<file path="src/rtl/pc_seq_pkg.sv">
// pc_seq_pkg: shared constants for the pc_seq fetch sequencer.
//   - error codes reported on o_err_code
//   - kill-shift reset value (every slot killed out of reset)
//   - stack_entry_w(): return-stack entry width for a given PC width.
//     The interrupt build (macro PC_SEQ_IRQ_EN) adds one isr flag bit
//     above the address. The entry struct itself is declared in pc_seq,
//     because it depends on the ADDR_W parameter.
package pc_seq_pkg;

  localparam logic [1:0] ERR_NONE    = 2'd0;
  localparam logic [1:0] ERR_OVF     = 2'd1;
  localparam logic [1:0] ERR_ISR_UFL = 2'd3;

  // Every kill-shift bit resets to this value, so the pipeline starts flushed.
  localparam logic KILL_RST_BIT = 1'b1;

  function automatic int stack_entry_w(input int addr_w);
`ifdef PC_SEQ_IRQ_EN
    return addr_w + 1;
`else
    return addr_w;
`endif
  endfunction

endpackage

</file>
<file path="src/rtl/call_stack.sv">
// call_stack: LIFO return stack with a combinational top-of-stack read.
//   clk        core clock
//   i_reset_n  synchronous active-low reset (clears occupancy only)
//   i_push     write i_wdata onto the stack (ignored when full)
//   i_pop      discard the top entry (ignored when empty)
//   i_wdata    entry to push
//   o_rdata    current top entry (undefined when empty)
//   o_empty    no entries
//   o_full     DEPTH entries
//   o_level    number of entries, 0..DEPTH
module call_stack #(
  parameter int W     = 12,
  parameter int DEPTH = 8
) (
  input  logic                     clk,
  input  logic                     i_reset_n,
  input  logic                     i_push,
  input  logic                     i_pop,
  input  logic [W-1:0]             i_wdata,
  output logic [W-1:0]             o_rdata,
  output logic                     o_empty,
  output logic                     o_full,
  output logic [$clog2(DEPTH):0]   o_level
);

  localparam int AW    = $clog2(DEPTH);
  localparam int LVL_W = AW + 1;

  logic [W-1:0]     r_mem [DEPTH];
  logic [LVL_W-1:0] r_level;
  logic [AW-1:0]    w_top_idx;

  assign o_empty   = (r_level == '0);
  assign o_full    = (r_level == LVL_W'(DEPTH));
  assign o_level   = r_level;
  // The top lives one below the write slot; wraps harmlessly when empty.
  assign w_top_idx = r_level[AW-1:0] - AW'(1);
  assign o_rdata   = r_mem[w_top_idx];

  always_ff @(posedge clk) begin
    if (!i_reset_n) begin
      r_level <= '0;
    end else if (i_push && !o_full) begin
      r_level <= r_level + LVL_W'(1);
    end else if (i_pop && !o_empty) begin
      r_level <= r_level - LVL_W'(1);
    end
  end

  // Storage carries no reset; occupancy alone decides what is valid.
  always_ff @(posedge clk) begin
    if (i_reset_n && i_push && !o_full) begin
      r_mem[r_level[AW-1:0]] <= i_wdata;
    end
  end

endmodule

</file>
<file path="src/rtl/pc_seq.sv">
// pc_seq: program-counter sequencer for the ez8 fetch stage.
// Handles goto/call/skip/ret, drives a kill strobe for wrongly fetched
// slots, and owns the return stack. Interrupt entry is compiled in only
// when the macro PC_SEQ_IRQ_EN is defined.
//   clk            core clock
//   i_reset_n      synchronous active-low reset (beats pause and stopped)
//   i_pause        hold all state this cycle
//   i_goto         branch request, i_goto_addr target
//   i_call         goto is a call (push return address)
//   i_skip         conditional skip taken: cancel last issued instruction
//   i_ret          return request
//   i_irq          level interrupt request
//   o_irq_ack      one-cycle pulse when an interrupt is taken
//   o_pc_out       current fetch address
//   o_kill         kill strobe (MSB of the kill shift register)
//   o_stopped      sequencer halted, sticky until reset
//   o_error        halted because of a fault, sticky
//   o_err_code     0 none, 1 stack overflow, 3 ret underflow inside ISR
//   o_stack_level  return-stack occupancy
module pc_seq
  import pc_seq_pkg::*;
#(
  parameter int                ADDR_W      = 12,
  parameter int                STACK_DEPTH = 8,
  parameter int                KILL_DEPTH  = 2,
  parameter logic [ADDR_W-1:0] RESET_VEC   = '0,
  parameter logic [ADDR_W-1:0] IRQ_VEC     = ADDR_W'(4)
) (
  input  logic                         clk,
  input  logic                         i_reset_n,
  input  logic                         i_pause,
  input  logic                         i_goto,
  input  logic [ADDR_W-1:0]            i_goto_addr,
  input  logic                         i_call,
  input  logic                         i_skip,
  input  logic                         i_ret,
  input  logic                         i_irq,
  output logic                         o_irq_ack,
  output logic [ADDR_W-1:0]            o_pc_out,
  output logic                         o_kill,
  output logic                         o_stopped,
  output logic                         o_error,
  output logic [1:0]                   o_err_code,
  output logic [$clog2(STACK_DEPTH):0] o_stack_level
);

  localparam int ENTRY_W = stack_entry_w(ADDR_W);
  localparam logic [KILL_DEPTH-1:0] KILL_MSB_ONLY = {1'b1, {(KILL_DEPTH-1){1'b0}}};

  logic [ADDR_W-1:0]     r_pc;
  logic [KILL_DEPTH-1:0] r_kill_shift;
  logic                  r_stopped;
  logic                  r_error;
  logic [1:0]            r_err_code;
  logic                  r_irq_ack;

  logic w_kill, w_adv;
  logic w_act_skip, w_act_goto, w_act_ret, w_act_irq;
  logic w_push, w_pop, w_empty, w_full, w_in_isr;
  logic [ENTRY_W-1:0] w_wdata, w_rdata;
  logic [ADDR_W-1:0]  w_top_addr;

  assign w_kill = r_kill_shift[KILL_DEPTH-1];
  assign w_adv  = !i_pause && !r_stopped;

  // One action per cycle; each later action is masked by the earlier ones.
  assign w_act_skip = i_skip && !w_kill;
  assign w_act_goto = !w_act_skip && i_goto && !r_kill_shift[0];
  assign w_act_ret  = !w_act_skip && !w_act_goto && i_ret && !w_kill;

  assign w_push = i_reset_n && w_adv && !w_full && ((w_act_goto && i_call) || w_act_irq);
  assign w_pop  = i_reset_n && w_adv && !w_empty && w_act_ret;

`ifdef PC_SEQ_IRQ_EN
  typedef struct packed {
    logic              isr_flag;
    logic [ADDR_W-1:0] addr;
  } stack_entry_t;

  stack_entry_t w_wentry, w_rentry;
  logic         r_in_isr;

  assign w_act_irq  = !w_act_skip && !w_act_goto && !w_act_ret &&
                      i_irq && !r_in_isr && !w_kill;
  // The flag marks the frame an interrupt pushed, so its ret leaves the ISR.
  assign w_wentry   = '{isr_flag: w_act_irq, addr: r_pc};
  assign w_wdata    = w_wentry;
  assign w_rentry   = w_rdata;
  assign w_top_addr = w_rentry.addr;
  assign w_in_isr   = r_in_isr;

  always_ff @(posedge clk) begin
    if (!i_reset_n) begin
      r_in_isr <= 1'b0;
    end else if (w_push && w_act_irq) begin
      r_in_isr <= 1'b1;
    end else if (w_pop && w_rentry.isr_flag) begin
      r_in_isr <= 1'b0;
    end
  end
`else
  logic w_unused_irq;
  assign w_unused_irq = i_irq;
  assign w_act_irq    = 1'b0;
  assign w_wdata      = r_pc;
  assign w_top_addr   = w_rdata;
  assign w_in_isr     = 1'b0;
`endif

  call_stack #(
    .W     (ENTRY_W),
    .DEPTH (STACK_DEPTH)
  ) u_stack (
    .clk       (clk),
    .i_reset_n (i_reset_n),
    .i_push    (w_push),
    .i_pop     (w_pop),
    .i_wdata   (w_wdata),
    .o_rdata   (w_rdata),
    .o_empty   (w_empty),
    .o_full    (w_full),
    .o_level   (o_stack_level)
  );

  always_ff @(posedge clk) begin
    if (!i_reset_n) begin
      r_pc         <= RESET_VEC;
      r_kill_shift <= {KILL_DEPTH{KILL_RST_BIT}};
      r_stopped    <= 1'b0;
      r_error      <= 1'b0;
      r_err_code   <= ERR_NONE;
      r_irq_ack    <= 1'b0;
    end else begin
      r_irq_ack <= 1'b0;
      if (w_adv) begin
        if (w_act_skip) begin
          r_kill_shift <= KILL_MSB_ONLY;
        end else if (w_act_goto) begin
          r_pc         <= i_goto_addr;
          r_kill_shift <= {r_kill_shift[KILL_DEPTH-2:0], 1'b1};
          if (i_call && w_full) begin
            r_stopped  <= 1'b1;
            r_error    <= 1'b1;
            r_err_code <= ERR_OVF;
          end
        end else if (w_act_ret) begin
          if (w_empty) begin
            // Empty-stack ret is a normal program exit unless inside an ISR.
            r_stopped <= 1'b1;
            if (w_in_isr) begin
              r_error    <= 1'b1;
              r_err_code <= ERR_ISR_UFL;
            end
          end else begin
            r_pc         <= w_top_addr;
            r_kill_shift <= {r_kill_shift[KILL_DEPTH-2:0], 1'b1};
          end
        end else if (w_act_irq) begin
          if (w_full) begin
            r_stopped  <= 1'b1;
            r_error    <= 1'b1;
            r_err_code <= ERR_OVF;
          end else begin
            r_pc         <= IRQ_VEC;
            r_irq_ack    <= 1'b1;
            r_kill_shift <= {r_kill_shift[KILL_DEPTH-2:0], 1'b1};
          end
        end else begin
          r_pc         <= r_pc + ADDR_W'(1);
          r_kill_shift <= {r_kill_shift[KILL_DEPTH-2:0], 1'b0};
        end
      end
    end
  end

  assign o_pc_out   = r_pc;
  assign o_kill     = w_kill;
  assign o_stopped  = r_stopped;
  assign o_error    = r_error;
  assign o_err_code = r_err_code;
  assign o_irq_ack  = r_irq_ack;

endmodule

</file>
<file path="config.mk">
export PLATFORM = sky130hd
export DESIGN_NAME = pc_seq
export DESIGN_NICKNAME = d
export VERILOG_FILES = /design/src/rtl/pc_seq_pkg.sv /design/src/rtl/call_stack.sv /design/src/rtl/pc_seq.sv
export SDC_FILE = /design/constraint.sdc
export NUM_CORES = 1
export LEC_CHECK = 0
export BUFFER_PORTS_ARGS = -buffer_cell sky130_fd_sc_hd__buf_2
export CAP_MARGIN = 10
export CORE_MARGIN = 2
export CORE_UTILIZATION = 44
export DETAILED_ROUTE_END_ITERATION = 10
export GPL_ROUTABILITY_DRIVEN = 1
export PLACE_DENSITY = 0.72
export SETUP_SLACK_MARGIN = 0.15
export SYNTH_ARGS = -nofsm -noshare
export SYNTH_HDL_FRONTEND = slang
export SYNTH_HIERARCHICAL = 1
export SYNTH_SLANG_ARGS = --single-unit
</file>
<file path="constraint.sdc">
create_clock -name clk -period 4.35 [get_ports clk]
set_clock_uncertainty 0.2 [all_clocks]
set_input_delay 1.0875 -clock clk [delete_from_list [all_inputs] [get_ports clk]]
set_output_delay 1.0875 -clock clk [all_outputs]
set_load 0.005 [all_outputs]
</file>
## Word level (Yosys, flattened, before mapping)

Memories as Yosys holds them, arrays and structs flattened.
Index checks and enable logic that the tools add are counted.

| cells by class | value |
|---|---|
| eq/ne operators | 4 |
| mux-type cells | 15 |
| reduce and logical (&&, ||, !) cells | 34 |
| add/subtract/negate cells | 4 |
| bitwise logic cells | 1 |

Operators with widths:

| kind | number |
|---|---|
| $mux 12 | 3 |
| $logic_and 1x1->1 | 18 |
| $add 12x1->12 const B | 1 |
| $logic_not 1->1 | 8 |
| $mux 2 | 4 |
| $mux 4 | 2 |
| $mux 1 | 6 |
| $reduce_bool 2->1 | 3 |
| $reduce_and 5->1 | 1 |
| $add 4x1->4 const B | 1 |
| $eq 4x4->1 const B | 1 |
| $logic_not 4->1 | 1 |
| $ne 4x4->1 const B | 1 |
| $reduce_and 4->1 | 1 |
| $sub 4x1->4 const B | 1 |
| $ne 3x3->1 const B | 1 |
| $reduce_and 3->1 | 1 |
| $sub 3x1->3 const B | 1 |
| $ne 2x1->1 const B | 1 |
| $reduce_and 2->1 | 1 |
| $not 1->1 | 1 |

| word-level totals | value |
|---|---|
| RAM bits | 96 |
| output and inout port bits | 22 |
| register bits | 20 |
| bits of input ports | 20 |
| logic and storage cells | 64 |
| memories kept | 1 |

Memory list:

| name | words | width | rd ports | clocked after memory_dff | write ports | line | text |
|---|---|---|---|---|---|---|---|
| u_stack.r_mem | 8 | 12 | 1 | 0 | 1 | call_stack.sv:29 | `logic [W-1:0] r_mem [DEPTH];` |

## Logic depth before layout (Yosys ltp)

Gate-level depths: netlist of run 1.

| depth | value |
|---|---|
| word-level depth | 13 |
| gate-level depth with buffers | 15 |
| gate-level depth less buffers | 12 |

## Cells and area by module

The synthesis of run 1 kept the hierarchy.

Modules (own cells, without submodules):

| module | sequential area each (um^2) | area an instance (um^2) | cells an instance | instances |
|---|---|---|---|---|
| call_stack | 2962.8 | 4071.4 | 190 | 1 |
| pc_seq | 320.3 | 1077.3 | 146 | 1 |

## Worst setup path after synthesis of run 1

Ideal clock, no wire load.

| path | value |
|---|---|
| kind | input port to flip-flop |
| from | input port i_goto |
| to | memory u_stack.r_mem[1][0] (enable) |
| setup time | 396 ps |
| data required time | 3754 ps |
| stages | 8 |
| path slack | 631 ps |
| path buffers | 2 |
| data arrival time | 3122 ps |
| cell sequence | nand2b_1 -> clkbuf_1 -> nor2_4 -> nand2_1 -> nor3_1 -> clkbuf_1 -> nand4_1 -> nor3_1 |

| on the way | value |
|---|---|
| word-level cells in the longest chain between the ends | 8 |

Ends and longest elaborated chain:

| item | line | text |
|---|---|---|
| from (decl) | pc_seq.sv:32 | `input logic i_goto,` |
| $logic_and 1x1->1 (2 in a row) | pc_seq.sv:68 | `assign w_act_goto = !w_act_skip && i_goto && !r_kill_shift[0];` |
| $logic_and 1x1->1 (2 in a row) | pc_seq.sv:71 | `assign w_push = i_reset_n && w_adv && !w_full && ((w_act_goto && i_call) \|\| w_act_irq);` |
| net w_push | pc_seq.sv:59 | `logic w_push, w_pop, w_empty, w_full, w_in_isr;` |
| $logic_and 1x1->1 (2 in a row) | call_stack.sv:52 | `if (i_reset_n && i_push && !o_full) begin` |
| $mux 1 | call_stack.sv:52 |  |
| $mux 1 (implied by the code) | call_stack.sv:53 | `r_mem[r_level[AW-1:0]] <= i_wdata;` |
| to (decl) | call_stack.sv:29 |  |

The timed path passes the listed nets, and every way through them passes these cells.

## Worst setup path in the final report of run 1

| path | value |
|---|---|
| from | register u_stack.r_level[1] (netlist: u_stack/o_level[1]) |
| to | register u_stack.r_level[3] (netlist: u_stack/o_level[3]) |

| on the way | value |
|---|---|
| word-level cells in the longest chain between the ends | 6 |
| elaborated cells between the ends (all ways) | 15 |
| those cells by class | add/sub (2); eq/ne (1); mux (2); reduce/logical (10) |

Ends and longest elaborated chain:

| item | line | text |
|---|---|---|
| from (decl) | call_stack.sv:30 | `logic [LVL_W-1:0] r_level;` |
| from (signal assigned) | call_stack.sv:44 | `r_level <= r_level + LVL_W'(1);` |
| from (signal assigned) | call_stack.sv:46 | `r_level <= r_level - LVL_W'(1);` |
| $eq 4x4->1 (*) | call_stack.sv:34 | `assign o_full = (r_level == LVL_W'(DEPTH));` |
| net w_full | pc_seq.sv:59 |  |
| $logic_not 1->1 (*) | pc_seq.sv:71 |  |
| $logic_and 1x1->1 (*) (2 in a row) | pc_seq.sv:71 |  |
| net w_push | pc_seq.sv:59 |  |
| $logic_and 1x1->1 (*) | call_stack.sv:43 | `end else if (i_push && !o_full) begin` |
| $mux 4 / $reduce_bool 2->1 (equally long branches) | -- |  |

The timed path passes the listed nets; every way through them passes the cells marked *. The select of a mux whose other input is x is not followed.
A chain may end at the register's enable or synchronous reset.

==> summary.md, run 1 <==
| Metric | Value |
|---|---|
| Maximum frequency from static timing analysis | `294 MHz` |
| Kind of launch point of the worst setup path | `register` |
| Largest net degree at the start of global routing | `30` |
| Routability cong. | `0.795` |
| Status | `finished, final reports clean` |
| Clock-pin slew of the registers on the worst-case setup and hold paths | `60 ps` |
| Synth Register Bits | `116` |
| Sum of negative setup slack | `0 ps` |
| Max-slew violation total from the final report | `0` |
| Post-layout minimum cycle time | `3400 ps` |
| Worst-margin pin slew | `826 ps` |
| Placeable core region | `0.0114 mm^2` |
| Post-DR vias/cell | `5.59` |
| Boundary pin count | `42` |
| Async set or reset register ratio after synthesis | `0%` |
| NumNets Final | `420` |
| Synth top area share | `56.0%` |
| Post-synthesis sequential area ratio | `63.8%` |
| Post-detailed-routing wire length | `11200 um` |
| Rel. slew slack | `between 40% and 50%` |
| Placed cell areas | `about 0.0056 mm^2` |
| Worst hold path cell count | `1` |
| Number of buffer cells added on primary ports | `38` |
| Number of clock sinks seen by CTS | `116` |
| Final design utilization | `54.2%` |
| Worst slack at placement | `roughly 630 ps` |
| Netlist cell types | `52` |
| Initial core utilization | `45.1%` |
| Cell with the most instances after synthesis | `sky130_fd_sc_hd__edfxtp_1` |
| Clock tree from TritonCTS | `yes` |
| Period Utilization, post-route | `78.3%` |
| Global-route track usage on met3 | `under 10%` |
| Die Y | `112 um` |
| Leading cell types by count after synthesis | `sky130_fd_sc_hd__edfxtp_1, sky130_fd_sc_hd__nor2_1, sky130_fd_sc_hd__nand2_1` |
| Number of flops mapped to enable cells by yosys | `96` |
| Latest clock arrival within the worst-skew pair | `about 410 ps` |
| Register Area | `approximately 0.0033 mm^2` |
| Antenna violations before repair | `0` |
| Diode insertion count for antenna repair | `0` |
| Global-route congestion overflow total | `0` |
| Total via count after detailed routing | `3081` |
| Number of global-route vias before repair | `around 3200` |
| Wire length per cell after detailed routing | `20.3 um` |
| Number of buffers inserted during clock tree synthesis | `17` |
| WP data required | `4430 ps` |
| Dominant synthesized flop cell | `sky130_fd_sc_hd__edfxtp_1` |
| Clock root buffer | `sky130_fd_sc_hd__clkbuf_16` |
| Fraction of met2 tracks used by global routing | `30.5%` |
| Power per cell area | `460 mW/mm^2` |
| Setup violation total in the final timing report | `0` |
| Fill cell count | `918` |
| Syn Area/Cell | `approximately 15 um^2` |
| Leakage power of the design | `2.19 nW` |
| Most utilized layer in the global route result | `met2` |
| Detailed Place HPWL | `7070 um` |
| Hold violation count in the final report | `0` |
| Arrival time at the worst endpoint | `roughly 3500 ps` |
| Maximum capacitance violations | `0` |
| Worst setup slack after layout | `945 ps` |
| Maximum number of buffers from clock root to sink | `2` |
| Post-route design area | `0.00619 mm^2` |
| Global Route Usage Sum | `19.1%` |
| Syn. warnings | `6` |
| Die outline width | `112 um` |
| Worst IR drop on VDD | `0.307 mV` |
| Area growth from synthesis to layout | `20.2%` |
| Number of DRC markers in iteration 0 | `253` |
| Number of buffers inserted for hold repair after clock tree synthesis | `0` |
| Share of layout cells above drive strength 1 | `between 30% and 40%` |
| CTS H-tree depth | `4` |
| Post-Syn Area | `0.00515 mm^2` |
| Combined area of the multi-input logic cells | `0.00173 mm^2` |
| Cells resized by post-CTS repair | `0` |
| Synthesized instance count | `336` |
| Number of nets still failing antenna checks after routing | `0` |
| Die area | `between 0.01 and 0.015 mm^2` |
| Worst Setup End Kind | `register` |
| Drt drc | `0` |
| Ranking of synthesized cells by area | `sky130_fd_sc_hd__edfxtp_1, sky130_fd_sc_hd__dfxtp_1, sky130_fd_sc_hd__mux4_2` |
| Num rows | `39` |
| Reg2reg path depth | `12` |
| Post CTS Setup Buffer Count | `0` |
| RSZ-0062 raised after global routing | `false` |
| Top cell type by total area after synthesis | `sky130_fd_sc_hd__edfxtp_1` |
| Final hold slack | `289 ps` |
| Router iterations before antenna repair | `4` |
| Global routing met1 resource utilization | `25.1%` |
| Critical path start-end classification | `reg2reg` |
| Worst min-delay path category | `reg2reg` |
| Global-route wire length before repair | `17800 um` |
| Peak fanout along the critical path | `9` |
-- layout make-up --
type / instances / share of cell area, %
inverter: 7 / 0.424
sequential: 116 / 53.1
multi-input combinational: 195 / 28.0
clock inverter: 15 / 3.29
tap: 143 / 2.89
clock buffer: 17 / 6.87
timing repair buffer: 58 / 5.50
-- per-layer routing --
layer | part of all wire, % | up-vias | wire, um
met1 | 42 | 1537 | 4680
met2 | 50 | 102 | 5570
met5 | 0 | - | 0
met4 | 1.5 | 0 | 172
met3 | 6.8 | 12 | 763
li1 | - | 1430 | -
-- cell usage in the layout, fill, tap and decap left out, types with 4 or more instances in the layout --
cell,count
sky130_fd_sc_hd__a21oi_1,11
sky130_fd_sc_hd__a31oi_1,5
sky130_fd_sc_hd__buf_2,38
sky130_fd_sc_hd__buf_4,20
sky130_fd_sc_hd__bufinv_16,4
sky130_fd_sc_hd__clkbuf_16,17
sky130_fd_sc_hd__dfxtp_1,19
sky130_fd_sc_hd__edfxtp_1,96
sky130_fd_sc_hd__ha_1,4
sky130_fd_sc_hd__inv_1,7
sky130_fd_sc_hd__mux2_2,4
sky130_fd_sc_hd__mux2_4,8
sky130_fd_sc_hd__mux4_1,7
sky130_fd_sc_hd__mux4_2,17
sky130_fd_sc_hd__nand2_1,22
sky130_fd_sc_hd__nand2b_1,5
sky130_fd_sc_hd__nand3_1,5
sky130_fd_sc_hd__nand4_1,4
sky130_fd_sc_hd__nor2_1,27
sky130_fd_sc_hd__nor2b_1,5
sky130_fd_sc_hd__o21ai_0,11
sky130_fd_sc_hd__o21ai_1,4
sky130_fd_sc_hd__o22ai_1,5
sky130_fd_sc_hd__xnor2_1,8
-- final timing paths --
check | from | slack [ps] | to
max | u_stack/o_level[1]$_SDFFE_PN0P_ | 950 | u_stack/o_level[3]$_SDFFE_PN0P_
min | o_error$_SDFFE_PN0P_ | 290 | o_error$_SDFFE_PN0P_
max reg2reg | u_stack/o_level[1]$_SDFFE_PN0P_ | 950 | u_stack/o_level[3]$_SDFFE_PN0P_
min reg2reg | o_error$_SDFFE_PN0P_ | 290 | o_error$_SDFFE_PN0P_
-- registers in the layout, indices dropped and copies added (netlist names) --
register / flops
r_kill_shift: 2
u_stack/r_mem: 96
u_stack/o_level: 4
o_pc_out: 12
o_stopped: 1
o_error: 1
-- per-stage QoR --
stage	power, W	std cells
floorplan	0.00135	337
global placement	0.00139	519
detailed placement	0.00140	519
CTS	0.00287	551
global route	0.00293	551
finish	0.00285	551
-- report_power, final --
| part | leakage (nW) | internal (W) | switching (W) | total [W] |
|---|---|---|---|---|
| registers | 1.05 | 0.00123 | 0.0000387 | 0.00127 |
| clock network | 0.298 | 0.000962 | 0.000512 | 0.00147 |
| logic | 0.843 | 0.0000484 | 0.0000585 | 0.000107 |
| total | 2.19 | 0.00224 | 0.000609 | 0.00285 |
-- critical path, stage by stage (launching register included) --
cell and delay, ps:
sky130_fd_sc_hd__dfxtp_1 550, sky130_fd_sc_hd__inv_1 110, sky130_fd_sc_hd__ha_1 230, sky130_fd_sc_hd__nor2b_1 160, sky130_fd_sc_hd__nand2_1 140, sky130_fd_sc_hd__inv_1 90, sky130_fd_sc_hd__nor3_1 370, sky130_fd_sc_hd__nand2_1 200
sky130_fd_sc_hd__ha_1 310, sky130_fd_sc_hd__a21o_2 220, sky130_fd_sc_hd__a2111oi_2 460, sky130_fd_sc_hd__a31o_2 180, sky130_fd_sc_hd__a211oi_2 60
-- logic make-up (layout without fill, tap and decap cells) --
group | Yosys count | count (layout) | synth area share [%]
DFF | 116 | 116 | 63.8
adders and majority gates | 5 | 5 | 1.36
xor gates and xnor gates | 11 | 11 | 1.87
muxes | 39 | 39 | 14.8
AOI/OAI and AO/OA | 58 | 58 | 7.83
and+or+nand+nor | 80 | 80 | 7.41
buffers and inverters | 26 | 97 | 2.89
other | 1 | 2 | 0.0728
No activity file was read; power rests on OpenSTA's default activity.
==> run 2: changes to the inputs <==
==> constraint.sdc (replaced) <==
create_clock -name clk -period 3.3 [get_ports clk]
set_clock_uncertainty 0.2 [all_clocks]
set_input_delay 0.825 -clock clk [delete_from_list [all_inputs] [get_ports clk]]
set_output_delay 0.825 -clock clk [all_outputs]
set_load 0.005 [all_outputs]
==> run 2 against run 1 <==
Non-clock buffer count up 8. Combinational power up 40%. Largest power group unchanged. Register-to-register slack worse by 620 ps. Via count up 3.5%. Clock power up 21%. Setup slack worse by 620 ps. Largest cell class unchanged.
==> summary.md, run 2 (synthesis gave the netlist of run 1 again) <==
| Metric | Value |
|---|---|
| Status | `finished, final reports clean` |
| Delay of the slowest cell on the worst path | `330 ps (-220 ps)` |
| Global Route Usage Sum | `18.9% (-0.24 points)` |
| Worst IR drop on VDD | `0.284 mV (-7.6%)` |
| Antenna violations before repair | `0 (unchanged)` |
| Initial core utilization | `45.1% (unchanged)` |
| Hold violation count in the final report | `0 (unchanged)` |
| Kind of launch point of the worst setup path | `register` |
| Number of clock sinks seen by CTS | `116 (unchanged)` |
| RSZ-0062 raised after global routing | `false` |
| Post-layout minimum cycle time | `2970 ps (-431 ps)` |
| Post-DR vias/cell | `5.71 (+2.1%)` |
| Max-slew violation total from the final report | `0 (unchanged)` |
| Number of buffers inserted during clock tree synthesis | `17 (unchanged)` |
| WP data required | `3420 ps (-1010 ps)` |
| Most common cell after layout, fill and taps aside | `sky130_fd_sc_hd__edfxtp_1` |
| Final hold slack | `279 ps (-9.87 ps)` |
| Final design utilization | `54.5% (+0.25 points)` |
| CTS H-tree depth | `4 (unchanged)` |
| Clock root buffer | `sky130_fd_sc_hd__clkbuf_16` |
| Leakage power of the design | `2.20 nW (+0.51%)` |
| Latest clock arrival within the worst-skew pair | `410 ps (about the same)` |
| Maximum frequency from static timing analysis | `336 MHz (+15%)` |
| Most used cells in the layout excluding fill and tap cells | `sky130_fd_sc_hd__edfxtp_1, sky130_fd_sc_hd__buf_2, sky130_fd_sc_hd__buf_4` |
| Num rows | `39 (unchanged)` |
| Drt drc | `0 (unchanged)` |
| Die outline width | `112 um (unchanged)` |
| Number of DRC markers in iteration 0 | `336 (+33%)` |
| Reported net switching power | `0.000799 W (+31%)` |
| Crit path buf inv count | `2 (unchanged)` |
| Period Utilization, post-route | `90.1% (+12 points)` |
| Clock share of power | `49.4% (-2.4 points)` |
| Cell internal pwr | `0.00280 W (+25%)` |
| Number of buffers inserted for hold repair after clock tree synthesis | `0 (unchanged)` |
| Fill cell count | `916 (-0.22%)` |
| Worst Setup End Kind | `register` |
| Wire length per cell after detailed routing | `20.3 um (-0.14%)` |
| Cells resized by post-CTS repair | `0 (unchanged)` |
| Switching portion of total power | `22.2% (+0.83 points)` |
| Largest net degree at the start of global routing | `30 (unchanged)` |
| Detailed Place HPWL | `7190 um (+1.8%)` |
| Maximum number of buffers from clock root to sink | `2 (unchanged)` |
| Routability cong. | `0.857 (+7.8%)` |
| Worst-margin pin slew | `892 ps (+65.6 ps)` |
| Critical Path, Cell by Cell | `inv_1, ha_1, nor2b_1, nand2_1, inv_1, nor3_1, nand2_2, ha_1, a21o_2, a21o_1, a31o_2, a211oi_2` |
| Power per cell area | `579 mW/mm^2 (+26%)` |
| Diode insertion count for antenna repair | `0 (unchanged)` |
| Clock-pin slew of the registers on the worst-case setup and hold paths | `50 ps (about the same)` |
| Global-route wire length before repair | `17600 um (-1.1%)` |
| Logic pwr share | `4.2% (+0.4 points)` |
| Sum of negative setup slack | `0 ps (unchanged)` |
| Placeable core region | `0.0114 mm^2 (unchanged)` |
| Setup violation total in the final timing report | `0 (unchanged)` |
| Global-route congestion overflow total | `0 (unchanged)` |
| Total via count after detailed routing | `3190 (+3.5%)` |
| Post CTS Setup Buffer Count | `0 (unchanged)` |
| Post-detailed-routing wire length | `11300 um (+1.3%)` |
| Number of nets still failing antenna checks after routing | `0 (unchanged)` |
| Master of the slowest instance on the critical path | `sky130_fd_sc_hd__dfxtp_1` |
| Die Y | `112 um (unchanged)` |
| Maximum capacitance violations | `0 (unchanged)` |
| Part of the power in registers | `46.5% (+2.0 points)` |
| Arrival time at the worst endpoint | `3100 ps (-390 ps)` |
| Critical path start-end classification | `reg2reg` |
| Rel. slew slack | `40.6% (-4.4 points)` |
| Top cell family by delay on the critical path | `compound AO/OA/AOI/OAI gates` |
| NumNets Final | `428 (+1.9%)` |
| Number of global-route vias before repair | `3188 (+0.73%)` |
| Clock tree from TritonCTS | `yes` |
| Area growth from synthesis to layout | `20.8%` |
| Share of layout cells above drive strength 1 | `33.9% (+1.3 points)` |
| Die area | `0.0126 mm^2 (unchanged)` |
| Max reg flops | `96 (unchanged)` |
| Peak fanout along the critical path | `4 (-5)` |
| Worst min-delay path category | `reg2reg` |
| Number of buffer cells added on primary ports | `38 (unchanged)` |
| Boundary pin count | `42 (unchanged)` |
| Router iterations before antenna repair | `8 (+4)` |
## run 2: cell types whose count changed in the layout (fill, tap and decap cells not counted), sizes merged
cell      before  now
inv           10    9
clkinv         5    6
bufinv         4    2
clkinvlp       3    5
buf           58   66
## run 2: area by class of cell
| type | instances | area [um^2] | area share (%) |
|---|---|---|---|
| clock buffers | 17 | 425 | 6.84 |
| clock inverters | 15 | 158 | 2.54 |
| inverters | 7 | 26.3 | 0.423 |
| multi-input cells | 195 | 1750 | 28.1 |
| flip-flops and latches | 116 | 3280 | 52.8 |
| well taps | 143 | 179 | 2.88 |
| repair buffers | 66 | 400 | 6.44 |
## run 2: final timing paths
check / cells past startpoint / to / slack (ps) / startpoint
worst max-delay path: 12 / u_stack/o_level[3]$_SDFFE_PN0P_ / 330 / u_stack/o_level[1]$_SDFFE_PN0P_
worst min-delay path: 1 / o_error$_SDFFE_PN0P_ / 280 / o_error$_SDFFE_PN0P_
worst max register to register: 12 / u_stack/o_level[3]$_SDFFE_PN0P_ / 330 / u_stack/o_level[1]$_SDFFE_PN0P_
worst min register to register: 1 / o_error$_SDFFE_PN0P_ / 280 / o_error$_SDFFE_PN0P_
## run 2: layer usage
layer	track usage [%]	share of wire [%]	wire length, um
met5	0	0	0
met4	6.99	1.9	214
met3	5.45	6.1	690
met2	30.9	51	5750
met1	24.2	41	4690
## run 2: power groups by stage
stage | Clock, W | Sequential (W) | Combinational (W)
CTS | 0.00181 | 0.00167 | 0.000150
global route | 0.00188 | 0.00168 | 0.000164
finish | 0.00178 | 0.00167 | 0.000150
floorplan | 0 | 0.00169 | 0.0000916
global placement | 0 | 0.00170 | 0.000144
detailed placement | 0 | 0.00170 | 0.000149
## run 2: per-stage QoR
stage,cell area [um^2],cells,power (W),worst slack (ps)
after detailed placement,5640,527,0.00185,162
after global routing,6220,559,0.00373,168
after CTS,6220,559,0.00363,358
after floorplan,5190,337,0.00178,163
final,6220,559,0.00360,327
after global placement,5640,527,0.00184,193
